===== src/rtl/mem_arbiter.sv =====
// Two-requester arbiter (fetch / data) in front of a single-port memory, one outstanding access.
// Define MEM_ARB_RR_EN for round-robin arbitration; default is fixed data-over-fetch priority.
module mem_arbiter #(
  parameter int nbits = 32
) (
  input  logic             clk,
  input  logic             rst,
  input  logic             i_req,
  input  logic [nbits-1:0] i_addr,
  input  logic             i_flush,
  output logic             i_rdy,
  output logic             i_valid,
  output logic [nbits-1:0] i_rdata,
  input  logic             d_req,
  input  logic             d_we,
  input  logic [nbits-1:0] d_addr,
  input  logic [nbits-1:0] d_wdata,
  output logic             d_rdy,
  output logic             d_valid,
  output logic [nbits-1:0] d_rdata,
  output logic             mem_req,
  input  logic             mem_rdy,
  output logic [nbits-1:0] mem_addr,
  output logic             mem_we,
  output logic [nbits-1:0] mem_wdata,
  input  logic             mem_valid,
  input  logic [nbits-1:0] mem_rdata
);

  typedef enum logic [2:0] {IDLE, ISSUE_I, ISSUE_D, WAIT_I, WAIT_D} state_t;

  state_t r_state;
  state_t w_next;
  logic   r_kill;
  logic   w_kill_next;
  logic   w_pref_d;
  logic   w_mreq;
  logic   w_own_d;
  logic   w_hs;
  logic   w_ivalid;
  logic   w_dvalid;
  logic   w_on;

`ifdef MEM_ARB_RR_EN
  logic r_last_d;

  always_ff @(posedge clk) begin
    if (rst) begin
      r_last_d <= 1'b0;
    end else if (w_hs) begin
      r_last_d <= w_own_d;
    end
  end

  // On a tie the port that did not win last time is favoured.
  assign w_pref_d = ~r_last_d;
`else
  assign w_pref_d = 1'b1;
`endif

  assign w_hs = w_mreq & mem_rdy;

  always_ff @(posedge clk) begin
    if (rst) begin
      r_state <= IDLE;
      r_kill  <= 1'b0;
    end else begin
      r_state <= w_next;
      r_kill  <= w_kill_next;
    end
  end

  always_comb begin
    w_next      = r_state;
    w_kill_next = 1'b0;
    w_mreq      = 1'b0;
    w_own_d     = 1'b0;
    w_ivalid    = 1'b0;
    w_dvalid    = 1'b0;
    case (r_state)
      IDLE: begin
        if (i_req | d_req) begin
          w_mreq  = 1'b1;
          w_own_d = d_req & (~i_req | w_pref_d);
          if (mem_rdy) begin
            w_next = w_own_d ? WAIT_D : WAIT_I;
          end else begin
            w_next = w_own_d ? ISSUE_D : ISSUE_I;
          end
        end
      end
      ISSUE_I: begin
        if (i_flush) begin
          w_next = IDLE;
        end else begin
          w_mreq = 1'b1;
          if (mem_rdy) begin
            w_next = WAIT_I;
          end
        end
      end
      ISSUE_D: begin
        w_mreq  = 1'b1;
        w_own_d = 1'b1;
        if (mem_rdy) begin
          w_next = WAIT_D;
        end
      end
      WAIT_I: begin
        // A flush in the response cycle itself also drops the response.
        w_kill_next = ~mem_valid & (r_kill | i_flush);
        if (mem_valid) begin
          w_ivalid = ~(r_kill | i_flush);
          w_next   = IDLE;
        end
      end
      WAIT_D: begin
        w_own_d = 1'b1;
        if (mem_valid) begin
          w_dvalid = 1'b1;
          w_next   = IDLE;
        end
      end
      default: w_next = IDLE;
    endcase
  end

  // Outputs are forced low while reset is held, independent of the registered state.
  assign w_on      = ~rst;
  assign mem_req   = w_on & w_mreq;
  assign mem_addr  = mem_req ? (w_own_d ? d_addr : i_addr) : '0;
  assign mem_we    = mem_req & w_own_d & d_we;
  assign mem_wdata = mem_we ? d_wdata : '0;
  assign i_rdy     = mem_req & mem_rdy & ~w_own_d;
  assign d_rdy     = mem_req & mem_rdy & w_own_d;
  assign i_valid   = w_on & w_ivalid;
  assign d_valid   = w_on & w_dvalid;
  assign i_rdata   = i_valid ? mem_rdata : '0;
  assign d_rdata   = d_valid ? mem_rdata : '0;

endmodule


===== config.mk =====
export PLATFORM = sky130hd
export DESIGN_NAME = mem_arbiter
export DESIGN_NICKNAME = d
export VERILOG_FILES = /design/src/rtl/mem_arbiter.sv
export SDC_FILE = /design/constraint.sdc
export NUM_CORES = 1
export LEC_CHECK = 0
export BUFFER_PORTS_ARGS = -buffer_cell sky130_fd_sc_hd__buf_2
export CAP_MARGIN = 20
export CORE_AREA = 8 8 98 100
export CTS_CLUSTER_SIZE = 10
export DETAILED_ROUTE_END_ITERATION = 16
export DIE_AREA = 0 0 106 108
export PLACE_DENSITY = 0.61
export SYNTH_ARGS = -nofsm -noshare
export SYNTH_HDL_FRONTEND = slang
export SYNTH_SLANG_ARGS = --single-unit

===== constraint.sdc =====
create_clock -name clk -period 1.67 [get_ports clk]
set_input_delay 0.0835 -clock clk [delete_from_list [all_inputs] [get_ports clk]]
set_output_delay 0.0835 -clock clk [all_outputs]
set_load 0.01 [all_outputs]

=== Yosys cells after proc, flatten, opt, wreduce, memory -nomap -nowiden ===
Cells that the tools add are included.

* Output and inout bits: 134
* Input port bits: 136
* Register bits: 4
* Word-level logic and storage cells: 54

* Reduce and logical (&&, ||, !) cells: 5
* Muxes and demuxes: 23
* Equal/unequal tests: 8
* Bitwise gates (word level): 16

{| class="wikitable"
|+ Operator list
! operator !! number
|-
| 2-to-1 mux 32 bit || 5
|-
| 2-to-1 mux 3 bit || 7
|-
| one-hot mux 3 bit (4 select lines) || 1
|-
| bitwise AND 1 bit || 9
|-
| 2-to-1 mux 1 bit || 7
|-
| == test 3 x 2 -> 1 bit (second input constant) || 2
|-
| OR reduction 2 bit || 3
|-
| inverter 1 bit || 5
|-
| != test 2 bit (second input constant) || 2
|-
| AND reduction 4 bit || 1
|-
| == test 3 x 1 -> 1 bit (second input constant) || 1
|-
| == test 3 bit (second input constant) || 1
|-
| logical NOT 3 bit || 1
|-
| != test 3 bit (second input constant) || 1
|-
| one-hot mux 1 bit (3 select lines) || 1
|-
| 2-to-1 mux 2 bit || 1
|-
| != test 2 x 1 -> 1 bit (second input constant) || 1
|-
| bitwise OR 1 bit || 2
|-
| one-hot mux 1 bit (2 select lines) || 1
|}

=== Longest topological paths before layout ===
* Word-level depth: 7
* Depth in mapped cells: 7
* Mapped depth without buffers: 5

=== Worst setup path after synthesis ===
OpenSTA, ideal clock, no wires.

* Path kind: register to output
* Start point: register r_state[1]
* End point: output port mem_wdata[22]
* Path buffers: 1
* Path slack: 0.017 ns
* Data arrival time: 1.569 ns
* Cell stages (with the launch flop): 7
* Required time: 1.586 ns
* Cells stage by stage: dfxtp_1 -> or4_1 -> nand3_2 -> inv_2 -> and3_4 -> buf_2 -> and2_1

* Word-level cells in the longest chain between the ends: 6
* Elaborated cells between the ends (all ways): 11
* Classes of those cells: 3 x eq/ne; 3 x mux; 3 x bitwise; 2 x reduce/logical

{| class="wikitable"
|+ Ends and longest elaborated chain
! element !! RTL line !! source
|-
| start: declaration || 32 || <nowiki>state_t r_state;</nowiki>
|-
| start signal: assignment || 68 || <nowiki>r_state <= w_next;</nowiki>
|-
| == test 3 x 2 -> 1 bit, or another cell as far along || 80 || <nowiki>case (r_state)</nowiki>
|-
| one-hot mux 1 bit (3 select lines) * || 80 ||
|-
| bitwise AND 1 bit * || 130 || <nowiki>assign mem_req = w_on & w_mreq;</nowiki>
|-
| named net mem_req || 21 || <nowiki>output logic mem_req,</nowiki>
|-
| bitwise AND 1 bit * (2 in a row) || 132 || <nowiki>assign mem_we = mem_req & w_own_d & d_we;</nowiki>
|-
| named net mem_we || 24 || <nowiki>output logic mem_we,</nowiki>
|-
| 2-to-1 mux 32 bit * || 133 || <nowiki>assign mem_wdata = mem_we ? d_wdata : '0;</nowiki>
|-
| end: declaration || 25 || <nowiki>output logic [nbits-1:0] mem_wdata,</nowiki>
|}

Mark *: on every way through the listed nets, which the timed path passes. The rest lies on a longest branch.

=== Worst setup path after layout ===
* Start point: register r_state[0]
* End point: output port mem_wdata[14]

* Word-level cells in the longest chain between the ends: 6
* Elaborated cells between the ends (all ways): 11
* Classes of those cells: 3 x eq/ne; 3 x mux; 3 x bitwise; 2 x reduce/logical

{| class="wikitable"
|+ Ends and longest elaborated chain
! element !! RTL line
|-
| == test 3 x 2 -> 1 bit, or another cell as far along || 80
|-
| one-hot mux 1 bit (3 select lines) / OR reduction 2 bit (equally long branches) || -
|-
| bitwise AND 1 bit / one-hot mux 1 bit (2 select lines) (equally long branches) || 130, 80
|-
| bitwise AND 1 bit * (2 in a row) || 132
|-
| 2-to-1 mux 32 bit * || 133
|}

Mark *: on every way between the ends. The rest lies on a longest branch, timed or not.

==> summary.md <==
| Metric | Value |
|---|---|
| Post-layout min period | `between 1.5 and 2 ns` |
| CP endpoint kind | `primary output` |
| CP max FO | `8` |
| Worst-path clk slew | `roughly 0.030 ns` |
| Min-Delay Path Class | `input pin to register` |
| Initial DRC count | `around 110` |
| Final setup violation count | `67` |
| Worst hold endpoint | `r_state[2]` |
| Synth Area in XOR/XNOR | `0` |
| H-tree levels | `1` |
| Crit path launch type | `register` |
| Fmax | `556.6 MHz` |
| Via count | `about 2,900` |
| Worst path arrival time | `between 1.5 and 2 ns` |
| CTS Buf Count | `3` |
| Clock Tree Buf Depth | `2` |
| Total die area | `between 10,000 and 15,000 um2` |
| Gr ovfl total | `0` |
| Category of the most critical setup path | `register to primary output` |
| CP required | `between 1.5 and 2 ns` |
| DR WL/cell | `around 17 um` |
| Area share of the leading cell type in the synthesized netlist | `0.4199` |
| Final TNS setup | `-6.076 ns` |
| Failing checks | `setup timing` |
| Slew @ Worst Pin | `around 0.47 ns` |
| Most frequent cells after synthesis | `96 x and2_1, 69 x nand2_1, 33 x a21oi_1` |
| Slew HR | `0.6754` |
| GP Congestion | `0.9467` |
| Cell Area, Synth | `~1400 um2` |
| Horiz. Die Dim | `between 100 and 150 um` |
| Hold Path Stages | `2` |
| CTS tree | `done` |
| Post-synthesis cell count | `258` |
| DR pass1 iterations | `5` |
| Syn avg cell area | `5.543 um2` |
| IO Count | `270` |
| Core Util, Final | `0.5069` |
| Internal power | `between 0.001 and 0.0015 W` |
| # diodes | `0` |
| DRC | `0` |
| Nets | `a little under 700` |
| Gr usage total | `0.1496` |
| R2r setup slk | `roughly 0.12 ns` |
| Status | `finished, violations left` |
| Post-DRT Antenna Nets | `0` |
| Simple-gate share of the synthesized area | `0.6824` |
| Top-count cell post-synth | `and2_1` |
| Layout cells sized above 1 | `0.7353` |
| Number of global-route vias before repair | `about 2,600` |
| Skew-Pair Late Insertion Delay | `between 0.2 and 0.25 ns` |
| Clock skew | `0.003924 ns` |
| Yosys reg bits | `4` |
| Lkg Pwr | `2.294 nW` |
| Die height | `around 110 um` |
| Sequential area share after synthesis | `0.05599` |
| First-pass GRT wire length | `between 10 and 15 mm` |
| Vias per inst | `4.419` |
| HPWL Detailed | `7.738 mm` |
| Mux share of post-synthesis cell area | `0.01400` |
| Sequential Power Share | `0.070` |
| Rows | `33` |
| Max-cap violations | `0` |
| Final hold vios | `0` |
| Initial Util | `0.1776` |
| Capturing point of the worst reg2reg path | `r_state[1]` |
| Max Slew Vio Count | `0` |
| Post-synth top flop | `dfxtp_1` |
| Worst hold start | `rst` |
| Clk sink count | `4` |
| Unrepaired setup endpoints after global routing | `true` |
| Core Area | `8051 um2` |
| Setup WS post-layout | `-0.1265 ns` |
| Clock Tree Root | `clkbuf_8` |
| Largest net degree at the start of global routing | `34` |
| Combinational share of power | `0.818` |
| Synth warn | `0` |
| Period utilization | `1.076` |
| Sw Ratio | `0.4470` |
| Clock power frac | `0.112` |
| Net switching power | `0.0008305 W` |
| Largest family of logic cells by synthesized area | `simple AND/OR/NAND/NOR gates` |
| Synth Area in Compound Gates | `0.1732` |
| Synth-to-layout area growth | `185.4%` |
| Port Buffer Count | `269` |
| Syn_nets | `between 300 and 400` |
| Post-Synth Adder-Cell Area | `0.008749` |
| Synth top area cells | `and2_1 42%, nand2_1 18%, a21oi_1 12%` |
| Ys async rst share | `0` |
| Initial antenna violation count | `0` |
| VDD IR max | `between 500 and 600 uV` |
| RR Startpoint | `r_state[0]` |
| Pwr dens | `around 460 nW/um2` |
| Distinct cell type count after synthesis | `27` |
| DRT Wirelength | `roughly 11 mm` |
| Reg2reg path depth | `5` |
| Post-synth EDFFs | `0` |
| Synth area leader | `and2_1` |
## power by group through the flow
stage / combinational (W) / sequential [W] / clock [W]
3_5_place_dp: 0.00105 / 0.000119 / 0
3_3_place_gp: 0.00103 / 0.000118 / 0
4_1_cts: 0.00119 / 0.000122 / 0.000212
2_1_floorplan: 0.000533 / 0.000118 / 0
6_report: 0.00152 / 0.000130 / 0.000208
5_1_grt: 0.00164 / 0.000131 / 0.000215
## worst max-delay path by stage
stage	slack, ns	start	end
2_1_floorplan	0.02	r_state[1]	mem_wdata[22]
6_report	-0.13	r_state[0]	mem_wdata[14]
5_1_grt	-0.18	r_state[1]	mem_addr[10]
4_1_cts	-0.14	r_state[1]	mem_wdata[31]
3_3_place_gp	0.06	r_state[1]	mem_wdata[29]
3_5_place_dp	0.02	r_state[1]	mem_wdata[20]
## layout make-up
type,instances,area [um2]
clock buffer,3,41.29
fill,763,3970
inverter,2,12.51
multi-input combinational,235,1624
sequential,4,88.84
tap,105,131.4
timing repair buffer,300,2183
## critical path, cell delays in order (launching register included)
cell and delay (ns):
dfxtp_2 0.31, or4_4 0.54, nand3_4 0.13, inv_6 0.05
and3_4 0.18, and2_1 0.14, buf_2 0.13
## cells by family after synthesis
logic type / Yosys count
adder cells (fa/ha/maj): 1
AO/OA/AOI/OAI: 45
buffers and inverters: 23
AND/OR/NAND/NOR: 183
multiplexers: 2
flip-flops: 4
## routing by layer
layer  wire length, um  global-route usage  share of wire  up-vias
met1              4103              0.1625           0.36     1312
met3               824             0.03510          0.073       10
met5                 0                   0              0        -
met2              6186              0.2864           0.55      139
met4               138             0.03417          0.012        0
li1                  -                   -              -     1407
## metrics by stage
stage,setup WS [ns],power (W),area (um2),cells,hold slack (ns)
floorplan,0.01709,0.0006511,1430,258,0.1603
global placement,0.06339,0.001152,2972,623,0.3254
detailed placement,0.01796,0.001167,2972,623,0.3298
CTS,-0.1357,0.001527,3197,638,0.1017
global route,-0.1824,0.001985,4081,649,0.1468
finish,-0.1265,0.001858,4081,649,0.1377
## state kept, by name (all words and copies together), names as in the netlist
signal and flops:
r_kill 1, r_state 3
## timing repair
action,CTS,global route
resized for setup,16,175
setup endpoints to repair,78,131
hold buffers,0,0
setup buffers,7,3
cloned,5,8
pin swaps,6,80
## layout by cell type, fill, tap and decap left out, drive strengths merged, types with 2 or more instances in the layout
master / n
o21ai: 7
nor3: 4
clkbuf: 9
and3: 7
inv: 2
nor2: 4
dfxtp: 4
nand2: 69
buf: 294
mux2i: 2
nor4: 2
a21oi: 33
and2: 96
Note: power is estimated with default switching activity, not from simulation.
